## src/rtl/lsu_queued.sv

```systemverilog
`default_nettype none
// ============================================================================
// Module   : lsu_queued
// Brief    : In-order load/store unit with an issue FIFO, one outstanding
//            dmem access, byte-lane alignment and CDB broadcast.
// Revision : 1.0
// ============================================================================
module lsu_queued #(
    parameter int TAG_W  = 4,
    parameter int QDEPTH = 4,
    parameter int XLEN   = 32
) (
    input  logic              clk,
    input  logic              rst,
    input  logic              iss_req,
    output logic              iss_rdy,
    input  logic              iss_store,
    input  logic [2:0]        iss_funct3,
    input  logic [TAG_W-1:0]  iss_tag,
    input  logic [XLEN-1:0]   iss_src1,
    input  logic [XLEN-1:0]   iss_src2,
    input  logic [11:0]       iss_offset,
    input  logic              flush,
    output logic              cdb_req,
    input  logic              cdb_rdy,
    output logic [TAG_W-1:0]  cdb_tag,
    output logic [XLEN-1:0]   cdb_wdata,
    output logic              cdb_exc,
    output logic [XLEN-1:0]   dmem_addr,
    output logic [3:0]        dmem_rmask,
    output logic [3:0]        dmem_wmask,
    output logic [XLEN-1:0]   dmem_wdata,
    input  logic [XLEN-1:0]   dmem_rdata,
    input  logic              dmem_resp
);

    localparam int C_PTR_W = $clog2(QDEPTH);
    localparam int C_CNT_W = C_PTR_W + 1;

    typedef enum logic [1:0] {
        S_IDLE     = 2'd0,
        S_MEM_WAIT = 2'd1,
        S_CDB      = 2'd2,
        S_DRAIN    = 2'd3
    } state_t;

    state_t r_state;
    state_t w_next_state;

    logic               r_q_store  [QDEPTH];
    logic [2:0]         r_q_funct3 [QDEPTH];
    logic [TAG_W-1:0]   r_q_tag    [QDEPTH];
    logic [XLEN-1:0]    r_q_addr   [QDEPTH];
    logic [XLEN-1:0]    r_q_data   [QDEPTH];

    logic [C_PTR_W-1:0] r_head;
    logic [C_PTR_W-1:0] r_tail;
    logic [C_CNT_W-1:0] r_count;

    logic [TAG_W-1:0]   r_cdb_tag;
    logic [XLEN-1:0]    r_cdb_wdata;
    logic               r_cdb_exc;

    logic               w_enq;
    logic               w_pop;
    logic               w_cap;
    logic               w_cap_exc;
    logic               w_issue;
    logic               w_nonempty;
    logic [XLEN-1:0]    w_eff_addr;

    logic               w_h_store;
    logic [2:0]         w_h_funct3;
    logic [TAG_W-1:0]   w_h_tag;
    logic [XLEN-1:0]    w_h_addr;
    logic [XLEN-1:0]    w_h_data;
    logic [1:0]         w_h_lane;
    logic               w_h_mis;
    logic [3:0]         w_h_mask;
    logic [XLEN-1:0]    w_shifted;
    logic [XLEN-1:0]    w_load_ext;
    logic [XLEN-1:0]    w_result;

    // ------------------------------------------------------------------
    // Issue side
    // ------------------------------------------------------------------
    assign iss_rdy    = (r_count != C_CNT_W'(QDEPTH));
    assign w_enq      = iss_req && iss_rdy && !flush;
    assign w_nonempty = (r_count != '0);
    assign w_eff_addr = iss_src1 + {{(XLEN-12){iss_offset[11]}}, iss_offset};

    always_ff @(posedge clk) begin
        if (w_enq) begin
            r_q_store[r_tail]  <= iss_store;
            r_q_funct3[r_tail] <= iss_funct3;
            r_q_tag[r_tail]    <= iss_tag;
            r_q_addr[r_tail]   <= w_eff_addr;
            r_q_data[r_tail]   <= iss_src2;
        end
    end

    always_ff @(posedge clk) begin
        if (rst || flush) begin
            r_head  <= '0;
            r_tail  <= '0;
            r_count <= '0;
        end else begin
            if (w_enq) begin
                r_tail <= r_tail + C_PTR_W'(1);
            end
            if (w_pop) begin
                r_head <= r_head + C_PTR_W'(1);
            end
            case ({w_enq, w_pop})
                2'b10:   r_count <= r_count + C_CNT_W'(1);
                2'b01:   r_count <= r_count - C_CNT_W'(1);
                default: r_count <= r_count;
            endcase
        end
    end

    // ------------------------------------------------------------------
    // Head entry decode
    // ------------------------------------------------------------------
    assign w_h_store  = r_q_store[r_head];
    assign w_h_funct3 = r_q_funct3[r_head];
    assign w_h_tag    = r_q_tag[r_head];
    assign w_h_addr   = r_q_addr[r_head];
    assign w_h_data   = r_q_data[r_head];
    assign w_h_lane   = w_h_addr[1:0];

    assign w_h_mis = ((w_h_funct3[1:0] == 2'b01) && w_h_lane[0]) ||
                     ((w_h_funct3[1:0] == 2'b10) && (w_h_lane != 2'b00));

    always_comb begin
        w_h_mask = 4'b1111;
        case (w_h_funct3[1:0])
            2'b00:   w_h_mask = 4'b0001 << w_h_lane;
            2'b01:   w_h_mask = 4'b0011 << {w_h_lane[1], 1'b0};
            default: w_h_mask = 4'b1111;
        endcase
    end

    // The request is combinational from the head so it lasts exactly the
    // one IDLE cycle before the FSM moves to MEM_WAIT.
    assign w_issue    = (r_state == S_IDLE) && w_nonempty && !w_h_mis;
    assign dmem_addr  = w_issue ? {w_h_addr[XLEN-1:2], 2'b00} : '0;
    assign dmem_rmask = (w_issue && !w_h_store) ? w_h_mask : 4'b0000;
    assign dmem_wmask = (w_issue &&  w_h_store) ? w_h_mask : 4'b0000;
    assign dmem_wdata = (w_issue &&  w_h_store) ? (w_h_data << {w_h_lane, 3'b000}) : '0;

    // ------------------------------------------------------------------
    // Load data alignment and extension
    // ------------------------------------------------------------------
    assign w_shifted = dmem_rdata >> {w_h_lane, 3'b000};

    always_comb begin
        w_load_ext = w_shifted;
        case (w_h_funct3)
            3'b000:  w_load_ext = {{(XLEN-8){w_shifted[7]}},   w_shifted[7:0]};
            3'b001:  w_load_ext = {{(XLEN-16){w_shifted[15]}}, w_shifted[15:0]};
            3'b100:  w_load_ext = {{(XLEN-8){1'b0}},           w_shifted[7:0]};
            3'b101:  w_load_ext = {{(XLEN-16){1'b0}},          w_shifted[15:0]};
            default: w_load_ext = w_shifted;
        endcase
    end

    assign w_result = w_h_store ? '0 : w_load_ext;

    // ------------------------------------------------------------------
    // Control FSM
    // ------------------------------------------------------------------
    always_ff @(posedge clk) begin
        if (rst) begin
            r_state <= S_IDLE;
        end else begin
            r_state <= w_next_state;
        end
    end

    always_comb begin
        w_next_state = r_state;
        w_pop        = 1'b0;
        w_cap        = 1'b0;
        w_cap_exc    = 1'b0;
        case (r_state)
            S_IDLE: begin
                if (flush) begin
                    w_next_state = w_issue ? S_DRAIN : S_IDLE;
                end else if (w_nonempty) begin
                    if (w_h_mis) begin
                        w_cap        = 1'b1;
                        w_cap_exc    = 1'b1;
                        w_next_state = S_CDB;
                    end else begin
                        w_next_state = S_MEM_WAIT;
                    end
                end
            end
            S_MEM_WAIT: begin
                // A flush coinciding with the response has nothing left to drain.
                if (dmem_resp) begin
                    if (flush) begin
                        w_next_state = S_IDLE;
                    end else begin
                        w_cap        = 1'b1;
                        w_next_state = S_CDB;
                    end
                end else if (flush) begin
                    w_next_state = S_DRAIN;
                end
            end
            S_CDB: begin
                if (flush) begin
                    w_next_state = S_IDLE;
                end else if (cdb_rdy) begin
                    w_pop        = 1'b1;
                    w_next_state = S_IDLE;
                end
            end
            S_DRAIN: begin
                if (dmem_resp) begin
                    w_next_state = S_IDLE;
                end
            end
            default: w_next_state = S_IDLE;
        endcase
    end

    // ------------------------------------------------------------------
    // CDB result registers
    // ------------------------------------------------------------------
    always_ff @(posedge clk) begin
        if (rst) begin
            r_cdb_tag   <= '0;
            r_cdb_wdata <= '0;
            r_cdb_exc   <= 1'b0;
        end else if (w_cap) begin
            r_cdb_tag   <= w_h_tag;
            r_cdb_wdata <= w_cap_exc ? '0 : w_result;
            r_cdb_exc   <= w_cap_exc;
        end
    end

    assign cdb_req   = (r_state == S_CDB);
    assign cdb_tag   = cdb_req ? r_cdb_tag   : '0;
    assign cdb_wdata = cdb_req ? r_cdb_wdata : '0;
    assign cdb_exc   = cdb_req && r_cdb_exc;

endmodule
`default_nettype wire
```

## config.mk

```make
export PLATFORM = sky130hd
export DESIGN_NAME = lsu_queued
export DESIGN_NICKNAME = d
export VERILOG_FILES = /design/src/rtl/lsu_queued.sv
export SDC_FILE = /design/constraint.sdc
export NUM_CORES = 1
export LEC_CHECK = 0
export ABC_CLOCK_PERIOD_IN_PS = 3200
export CORE_MARGIN = 1
export CORE_UTILIZATION = 49
export CTS_CLUSTER_SIZE = 12
export DETAILED_ROUTE_END_ITERATION = 10
export PLACE_DENSITY = 0.76
export SLEW_MARGIN = 20
export SYNTH_ARGS = -nofsm -noshare
export SYNTH_HDL_FRONTEND = slang
export SYNTH_SLANG_ARGS = --single-unit
```

## constraint.sdc

```tcl
create_clock -name clk -period 3.2 [get_ports clk]
set_input_delay 0.64 -clock clk [delete_from_list [all_inputs] [get_ports clk]]
set_output_delay 0.64 -clock clk [all_outputs]
set_load 0.1 [all_outputs]
```

==> results of run 1 <==
==> routing by layer <==
metal  part of all wire [%]  GRT usage [%]  up-vias
li1                       -              -     4815
met5                      0              0        -
met3                    5.9           3.58       48
met1                     43           30.6     5102
met2                     50           40.7      330
met4                    1.7           5.64        0
==> metrics by stage <==
step | TNS [ns] | hold slack [ns] | utilization, %
after detailed placement | -14.81 | 0.449 | 67.4
final | -37.83 | 0.462 | 71.7
after CTS | -39.06 | 0.464 | 71.6
after floorplan | -13.90 | 0.434 | -
after global placement | -10.41 | 0.442 | 67.4
after global routing | -44.06 | 0.495 | 71.7
==> what timing repair did <==
action                                  4_1_cts  5_1_grt
cloned                                        4        1
buffers inserted                              7        3
pin swaps                                     6        8
resized for setup                            24        7
endpoints found under the setup margin       70       74
==> critical path: cells and delay by family (launching register included) <==
kind,cells,cell delay [ns]
simple gates,2,0.80
compound gates,2,0.32
mux,1,0.60
flops,1,0.39
xor+xnor,1,0.21
buf+inv,2,0.39
==> Yosys cell counts (3+ instances only) <==
master,count
clkbuf_1,28
o211ai_1,12
a21o_1,12
inv_1,20
o21bai_1,3
a211oi_1,12
nand2b_1,3
a22o_1,3
a21oi_1,59
dfxtp_1,48
or3_1,4
xnor2_1,19
ha_1,36
mux4_2,72
a221o_1,15
buf_2,12
o31ai_1,5
nand4_1,4
mux2i_1,47
o21ai_0,33
nand3_1,13
o21a_1,4
edfxtp_1,288
nor2b_1,45
buf_1,11
or2_2,3
nor3_1,6
xor2_1,14
buf_6,4
a32o_1,7
a211oi_2,8
and2_1,53
nor2_1,62
nand2_1,58
==> worst max path at each step <==
stage                     depth (start not counted)           start              end  slack [ns]
after floorplan                                   9            flop   dmem_wdata[24]       -0.62
after global placement                           12  iss_offset[11]  r_q_addr[2][28]       -0.43
after detailed placement                         10     iss_src1[0]  r_q_addr[0][28]       -0.52
after CTS                                         8            flop    dmem_wdata[4]       -0.66
after global routing                              8            flop   dmem_wdata[30]       -0.73
final                                             8            flop   dmem_wdata[28]       -0.65
==> power by group <==
| group | internal, mW | switching (mW) |
|---|---|---|
| logic | 0.696 | 0.818 |
| registers | 4.93 | 0.0256 |
| clock network | 2.05 | 1.55 |
==> cell families (layout without fill, tap and decap cells) <==
kind of cell / Yosys count / in the layout / synth area share [%]
XOR/XNOR: 34 / 34 / 2.04
other: 1 / 3 / 0.0241
AND/OR/NAND/NOR: 263 / 263 / 8.70
AO/OA/AOI/OAI: 192 / 192 / 8.50
adder cells (fa/ha/maj): 38 / 38 / 3.15
buffers and inverters: 77 / 454 / 2.20
multiplexers: 121 / 121 / 13.6
flip-flops: 336 / 336 / 61.8
==> layout by cell type, fill, tap and decap left out, drive strengths merged, types with 4 or more instances in the layout <==
cell type / synthesis / final
edfxtp: 288 / 288
xnor2: 20 / 20
mux2i: 47 / 47
clkdlybuf4s50: 0 / 121
and2: 53 / 53
a211oi: 20 / 20
nor2: 63 / 63
clkbuf: 28 / 47
inv: 20 / 21
ha: 36 / 36
nand4: 4 / 4
dfxtp: 48 / 48
a21oi: 59 / 59
mux4: 72 / 72
nor2b: 45 / 45
a221o: 15 / 15
nand3: 13 / 13
o21a: 4 / 4
xor2: 14 / 14
a32o: 7 / 7
o21ai: 35 / 35
a21o: 12 / 12
o31ai: 5 / 5
buf: 29 / 256
nand2: 58 / 58
or3: 4 / 4
o211ai: 12 / 12
or2: 4 / 4
clkinv: 0 / 7
nor3: 6 / 6
==> state kept, by name (all words and copies together), names as in the netlist, 3 cells and up, named ones only <==
signal,flops
r_q_data,128
r_cdb_wdata,32
r_q_addr,128
r_q_funct3,12
r_q_store,4
r_count,3
r_cdb_tag,4
r_q_tag,16
==> cell type report <==
type,instances,area (sq um),share of cell area (%)
antenna,1,2.50,0.0113
tap,396,495,2.24
clock buffer,46,938,4.23
multi-input combinational,650,6150,27.7
clock inverter,8,50.0,0.226
inverter,20,75.1,0.339
sequential,336,9620,43.4
timing repair buffer,380,4840,21.8
==> impl_metrics.csv, run 1 <==
group,metric,value,unit
critical_path,cp_common_cell,"buf_12",
clock_tree,clkLatencyLatePin,0.52,ns
critical_path,critical_path.slowest_cell,"mux4_2",
critical_path,worst-r2r-setup-slack,0.35,ns
clock_tree,clk_pin_slew,0.06,ns
place,placedCellCount,1769,
final_layout,syn_to_final_growth,42.5,%
final_layout,layout.nets,1583,
clock_tree,cts_tree,"yes",
detailed_routing,dr.pass1.iters,7,
critical_path,reg2reg_to,"r_cdb_wdata[20]",
global_route,antenna_found_initial,1,
timing,min_period,3.85,ns
final_layout,fillerInstances,2003,
critical_path,crit_fanout,8,
global_route,grt_pass1_wl,58.1,mm
timing,fin_ws,-0.653,ns
final_layout,fin_area,22200,sq um
die,rows,64,
critical_path,arrival,3.21,ns
die,initial_utilization,50.3,%
pwr,power_density,454,nW/um^2
global_route,grt_pass1_vias,10449,
hold_path,min_path_type,"flop to flop",
detailed_routing,num_vias,10295,
place,hpwlAfterDp,25.5,mm
timing,max_freq,0.260,GHz
die,die_y,180,um
clock_tree,cts-buffers-inserted,35,
synthesis,syn_area_per_cell,14.6,sq um
final_layout,final_cells,1837,
synthesis,synth.cell_area,15600,sq um
detailed_routing,routed_wl,37.2,mm
synthesis,postSynthCellCount,1062,
die,core,30900,sq um
place,post_dp_cell_area,20800,sq um
critical_path,path_cells,"mux4_2, xnor2_4, o21ai_2, or4_4, or2_4, buf_12, a211oi_4, buf_12",
timing,worst_pin_slew,0.746,ns
detailed_routing,via_per_inst,5.60,
hold_path,min_from,"r_cdb_wdata[5]",
hold_path,min_to,"r_cdb_wdata[5]",
place,place_ws,-0.519,ns
timing,finalCritPeriodShare,120,%
critical_path,critPathLaunchType,"flop",
clock_tree,clock-sinks,336,
place,gp_congestion,0.887,
detailed_routing,drtIter0Drc,922,
critical_path,required,2.56,ns
pwr,p_leak,7.93,nW
pwr,irDropWorstVdd,0.000338,V
synthesis,synth_cell_types,64,
status,violations,"negative setup slack",
global_route,grt_max_degree,73,
global_route,grt_usage,23.3,%
hold_path,hold_depth,1,
timing,final-max-slew-violation-count,0,
die,io_pins,233,
synthesis,postSynth.asyncResetShare,0,%
synthesis,ys_ff_latch,336,
status,status,"finished, violations left",
die,die_w,180,um
clock_tree,cts_root_buf,"clkbuf_16",
pwr,finalPower,10.1,mW
job,max-cap-violations,0,
synthesis,synthTopCellsByArea,"edfxtp_1 56%, mux4_2 10%, dfxtp_1 6.2%",
timing,setup_viol,70,
synthesis,synth_ff_type,"edfxtp_1",
timing,hold_viol,0,
critical_path,crit_type,"flop to output pin",
die,die_area,32500,sq um
timing,skew,0.0204,ns
place,port_buffers,230,
final_layout,drive_above_1_share,32.2,%
clock_tree,cts_buffer_depth,3,
critical_path,worst-r2r-cell-count,10,
clock_tree,cts.htree.levels,2,
synthesis,synth-edff-count,288,
synthesis,synth_top_cell_by_area,"edfxtp_1",
detailed_routing,drc,0,
detailed_routing,ant_nets,0,
detailed_routing,wl_per_cell,20.3,um
critical_path,crit_path_max_incr_delay,0.60,ns
clock_tree,postCtsHoldBufs,0,
global_route,grt-ovfl-total,0,
synthesis,yosysSeqAreaShare,61.8,%
timing,rsz0062_at_grt,"yes",
synthesis,synth_top_area_share,55.6,%
timing,slew_headroom,50.1,%
synthesis,ys.warnings.count,0,
critical_path,endpoint_kind,"output pin",
Note: power is estimated with default switching activity, not from simulation.
==> inputs of run 2 (changes only) <==
--- a/config.mk
+++ b/config.mk
@@ -8,10 +8,11 @@
 export ABC_CLOCK_PERIOD_IN_PS = 3200
 export CORE_MARGIN = 1
 export CORE_UTILIZATION = 49
-export CTS_CLUSTER_SIZE = 12
 export DETAILED_ROUTE_END_ITERATION = 10
+export MAX_ROUTING_LAYER = met4
 export PLACE_DENSITY = 0.76
 export SLEW_MARGIN = 20
 export SYNTH_ARGS = -nofsm -noshare
 export SYNTH_HDL_FRONTEND = slang
 export SYNTH_SLANG_ARGS = --single-unit
+export TNS_END_PERCENT = 20
==> impl_metrics.csv, run 2 (same netlist as run 1, synthesis figures left out) <==
group,metric,value,unit
global_route,grt_usage,23.7,%
critical_path,crit_type,"flop to output pin",
place,placedCellCount,1759,
timing,fin_tns_setup,-36.54,ns
timing,rsz0062_at_grt,"yes",
detailed_routing,num_vias,10296,
critical_path,critPathLaunchType,"flop",
timing,final-max-slew-violation-count,0,
die,die_w,180,um
die,io_pins,233,
final_layout,top_regs,"r_q_addr (128), r_q_data (128), r_cdb_wdata (32)",
status,status,"finished, violations left",
status,violations,"design-rule violations, negative setup slack",
clock_tree,cts_buffer_depth,3,
critical_path,required,2.56,ns
clock_tree,postCtsHoldBufs,0,
detailed_routing,via_per_inst,5.63,
clock_tree,cts_tree,"yes",
pwr,irDropWorstVdd,0.000344,V
detailed_routing,wl_per_cell,20.3,um
die,rows,64,
timing,worst_pin_slew,0.652,ns
place,port_buffers,230,
final_layout,layout_commonest_cell,"edfxtp_1",
global_route,grt_pass1_vias,10396,
job,max-cap-violations,0,
final_layout,syn_to_final_growth,41.6,%
timing,hold_viol,0,
timing,min_period,3.86,ns
critical_path,endpoint_kind,"output pin",
critical_path,crit_fanout,8,
final_layout,final_cells,1830,
timing,fin_ws,-0.659,ns
timing,max_freq,0.259,GHz
global_route,grt_pass1_wl,57.7,mm
global_route,antenna_found_initial,4,
global_route,grt-ovfl-total,0,
final_layout,drive_above_1_share,31.5,%
timing,finalCritPeriodShare,121,%
final_layout,multiInputGateArea,6140,sq um
pwr,power_density,471,nW/um^2
detailed_routing,ant_nets,0,
critical_path,worst-r2r-setup-slack,0.32,ns
detailed_routing,dr.pass1.iters,8,
die,core,30900,sq um
clock_tree,cts.htree.levels,2,
clock_tree,cts_root_buf,"clkbuf_16",
clock_tree,clk_pin_slew,0.06,ns
clock_tree,cts-buffers-inserted,35,
place,hpwlAfterDp,24.9,mm
timing,skew,0.0138,ns
die,initial_utilization,50.3,%
critical_path,arrival,3.22,ns
die,die_y,180,um
timing,slew_headroom,56.5,%
detailed_routing,drc,1,
final_layout,layout.nets,1568,
pwr,finalPower,10.4,mW
place,gp_congestion,0.893,
detailed_routing,drtIter0Drc,708,
clock_tree,clock-sinks,336,
hold_path,min_path_type,"flop to flop",
final_layout,layout_common_cells,"288 x edfxtp_1, 121 x clkdlybuf4s50_1, 121 x buf_4",
clock_tree,clkLatencyLatePin,0.51,ns
final_layout,fillerInstances,2014,
global_route,grt_max_degree,73,
detailed_routing,routed_wl,37.2,mm
timing,setup_viol,70,
die,die_area,32500,sq um
pwr,p_leak,7.85,nW
final_layout,final-seq-area,9620,sq um
==> run 2: final cells by class <==
cell class / count / area share (%)
repair buffers: 365 / 20.8
diodes: 4 / 0.0454
clock inverters: 16 / 0.687
well taps: 396 / 2.25
clock buffers: 43 / 4.31
inverters: 20 / 0.341
flip-flops and latches: 336 / 43.7
multi-input cells: 650 / 27.9
==> run 2: path summary, 6_finish.rpt <==
path                                     start         endpoint  depth (start not counted)
worst max-delay path                      flop    dmem_wdata[5]                          8
worst min-delay path            r_cdb_wdata[1]   r_cdb_wdata[1]                          1
worst min register to register  r_cdb_wdata[1]   r_cdb_wdata[1]                          1
worst max register to register            flop  r_cdb_wdata[19]                         10
==> run 2: repair_timing <==
action	CTS	global route
gates cloned	2	0
hold endpoints to repair	0	0
setup endpoints to repair	70	98
gates resized for setup	17	7
pin swaps	4	1
buffers inserted	4	2
==> run 2: power breakdown <==
part / switching (mW) / internal, mW / leakage (nW)
Sequential: 0.0250 / 4.93 / 3.00
Clock: 1.58 / 2.34 / 0.540
Combinational: 0.813 / 0.686 / 4.31
Total: 2.42 / 7.95 / 7.85
==> run 2: metal layers <==
| layer | global-route usage, % | part of all wire [%] | vias up |
|---|---|---|---|
| li1 | - | - | 4792 |
| met4 | 5.09 | 1.3 | 0 |
| met2 | 39.4 | 50 | 382 |
| met5 | - | 0 | - |
| met1 | 30.6 | 42 | 5077 |
| met3 | 4.12 | 6.3 | 45 |
==> run 2: critical path, cell delays in order (launching register included) <==
cell,delay [ns]
dfxtp_4,0.40
mux4_2,0.61
xnor2_4,0.18
o21ai_2,0.09
or4_4,0.50
or2_4,0.29
nor2_4,0.24
and2_1,0.22
buf_12,0.18
==> run 2: through the flow <==
stage | cell area [sq um] | utilization, % | hold slack [ns] | worst slack, ns
detailed placement | 20700 | 67.0 | 0.450 | -0.504
CTS | 22000 | 71.1 | 0.463 | -0.700
finish | 22000 | 71.3 | 0.457 | -0.659
global route | 22000 | 71.3 | 0.478 | -0.751
global placement | 20700 | 67.0 | 0.442 | -0.349
floorplan | 16100 | - | 0.434 | -0.637
==> inputs of run 3 (changes only) <==
--- a/config.mk
+++ b/config.mk
@@ -15,4 +15,3 @@
 export SYNTH_ARGS = -nofsm -noshare
 export SYNTH_HDL_FRONTEND = slang
 export SYNTH_SLANG_ARGS = --single-unit
-export TNS_END_PERCENT = 20
==> impl_metrics.csv, run 3 (same netlist as run 1, synthesis figures left out) <==
group,metric,value,unit
final_layout,syn_to_final_growth,45.3,%
final_layout,drive_above_1_share,33.8,%
global_route,grt-ovfl-total,0,
timing,hold_viol,0,
clock_tree,cts.htree.levels,2,
timing,max_freq,0.259,GHz
place,gp_congestion,0.857,
detailed_routing,drtIter0Drc,1040,
timing,final-max-slew-violation-count,0,
global_route,antenna_found_initial,0,
hold_path,min_from,"r_cdb_wdata[4]",
hold_path,min_path_type,"flop to flop",
detailed_routing,num_vias,10600,
final_layout,top_regs,"r_q_addr (128), r_q_data (128), r_cdb_wdata (32)",
die,initial_utilization,50.3,%
place,hpwlAfterDp,25.6,mm
pwr,irDropWorstVdd,0.000325,V
critical_path,critPathLaunchType,"flop",
timing,fin_ws,-0.660,ns
critical_path,worst-r2r-setup-slack,0.27,ns
global_route,grt_max_degree,73,
die,io_pins,233,
die,core,30900,sq um
clock_tree,cts_root_buf,"clkbuf_16",
detailed_routing,via_per_inst,5.69,
clock_tree,clock-sinks,336,
clock_tree,clkLatencyLatePin,0.52,ns
die,die_y,180,um
hold_path,hold_depth,1,
final_layout,layout.nets,1604,
detailed_routing,wl_per_cell,20.8,um
final_layout,antenna_cells,0,
status,status,"finished, violations left",
final_layout,layout_common_cells,"288 x edfxtp_1, 138 x buf_4, 124 x buf_12",
critical_path,endpoint_kind,"output pin",
critical_path,crit_type,"flop to output pin",
critical_path,worst-r2r-cell-count,11,
die,rows,64,
clock_tree,cts-buffers-inserted,36,
detailed_routing,drc,0,
place,place_ws,-0.376,ns
place,post_dp_cell_area,20900,sq um
timing,slew_headroom,49.6,%
clock_tree,cts_tree,"yes",
global_route,grt_usage,24.8,%
timing,min_period,3.86,ns
final_layout,fin_area,22600,sq um
global_route,grt_pass1_vias,10728,
critical_path,reg2reg_to,"r_cdb_wdata[20]",
pwr,finalPower,10.6,mW
detailed_routing,ant_nets,0,
place,port_buffers,230,
clock_tree,cts_buffer_depth,3,
critical_path,arrival,3.22,ns
detailed_routing,routed_wl,38.7,mm
timing,worst_pin_slew,0.754,ns
pwr,p_leak,8.17,nW
timing,skew,0.0163,ns
final_layout,layout_commonest_cell,"edfxtp_1",
job,max-cap-violations,0,
timing,timing.hold.ws,0.460,ns
clock_tree,postCtsHoldBufs,0,
status,violations,"negative setup slack",
die,die_w,180,um
timing,setup_viol,68,
global_route,grt_pass1_wl,59.7,mm
die,die_area,32500,sq um
timing,rsz0062_at_grt,"yes",
detailed_routing,dr.pass1.iters,5,
timing,finalCritPeriodShare,121,%
hold_path,min_to,"r_cdb_wdata[4]",
pwr,power_density,468,nW/um^2
clock_tree,clk_pin_slew,0.06,ns
critical_path,crit_fanout,6,
final_layout,fillerInstances,1911,
critical_path,required,2.56,ns
final_layout,final_cells,1863,
place,placedCellCount,1771,
## run 3: cell count changes in the layout (fill, tap and decap cells not counted), sizes merged
cell,previous run,this run
clkinvlp,0,1
clkbuf,43,51
diode,4,0
buf,243,272
bufbuf,1,5
clkinv,12,7
## run 3: worst max-delay path by stage
stage | cells after the start | slack, ns | start | to
3_5_place_dp | 11 | -0.38 | iss_offset[11] | r_q_addr[3][28]
3_3_place_gp | 12 | -0.30 | iss_src1[0] | r_q_addr[0][30]
5_1_grt | 9 | -0.74 | flop | dmem_wdata[0]
6_report | 10 | -0.66 | flop | dmem_addr[19]
4_1_cts | 8 | -0.68 | flop | dmem_wdata[3]
2_1_floorplan | 9 | -0.62 | flop | dmem_wdata[24]
## run 3: cell type report
| type | count | area (sq um) | area share [%] |
|---|---|---|---|
| clock buffer | 49 | 1010 | 4.48 |
| clock inverter | 12 | 150 | 0.664 |
| inverter | 20 | 75.1 | 0.332 |
| multi-input combinational | 650 | 6160 | 27.3 |
| sequential | 336 | 9620 | 42.5 |
| tap | 396 | 495 | 2.19 |
| timing repair buffer | 400 | 5090 | 22.5 |
## run 3: report_power, final
group / total (mW) / internal [mW] / switching, mW
clock network: 4.07 / 2.46 / 1.61
registers: 4.95 / 4.93 / 0.0253
logic: 1.56 / 0.733 / 0.829
total: 10.6 / 8.12 / 2.47
## run 3: what timing repair did
| action | 4_1_cts | 5_1_grt |
|---|---|---|
| pin swaps | 11 | 16 |
| setup buffers | 14 | 13 |
| resized for setup | 24 | 18 |
| setup endpoints to repair | 70 | 74 |
| gates cloned | 6 | 2 |
## run 3: layer usage
layer / share of wire [%] / vias to the layer above / global-route usage (%)
met5: 0 / - / -
met4: 3.4 / 0 / 9.61
met3: 5.8 / 87 / 3.78
met2: 49 / 398 / 40.6
met1: 42 / 5250 / 31.2
li1: - / 4865 / -
## run 3: stage by stage
stage | setup TNS [ns] | util, %
floorplan | -13.90 | -
global placement | -10.58 | 67.4
detailed placement | -12.53 | 67.5
CTS | -38.45 | 72.5
global route | -42.98 | 73.1
finish | -38.02 | 73.1
## run 3: worst max-delay path, cell delays in order (launching register included)
cell       delay, ns
dfxtp_4         0.39
buf_12          0.11
mux4_2          0.55
nand3b_1        0.16
o21ai_2         0.09
or4_4           0.46
buf_4           0.16
buf_12          0.14
bufbuf_16       0.28
nor2b_4         0.17
buf_12          0.19
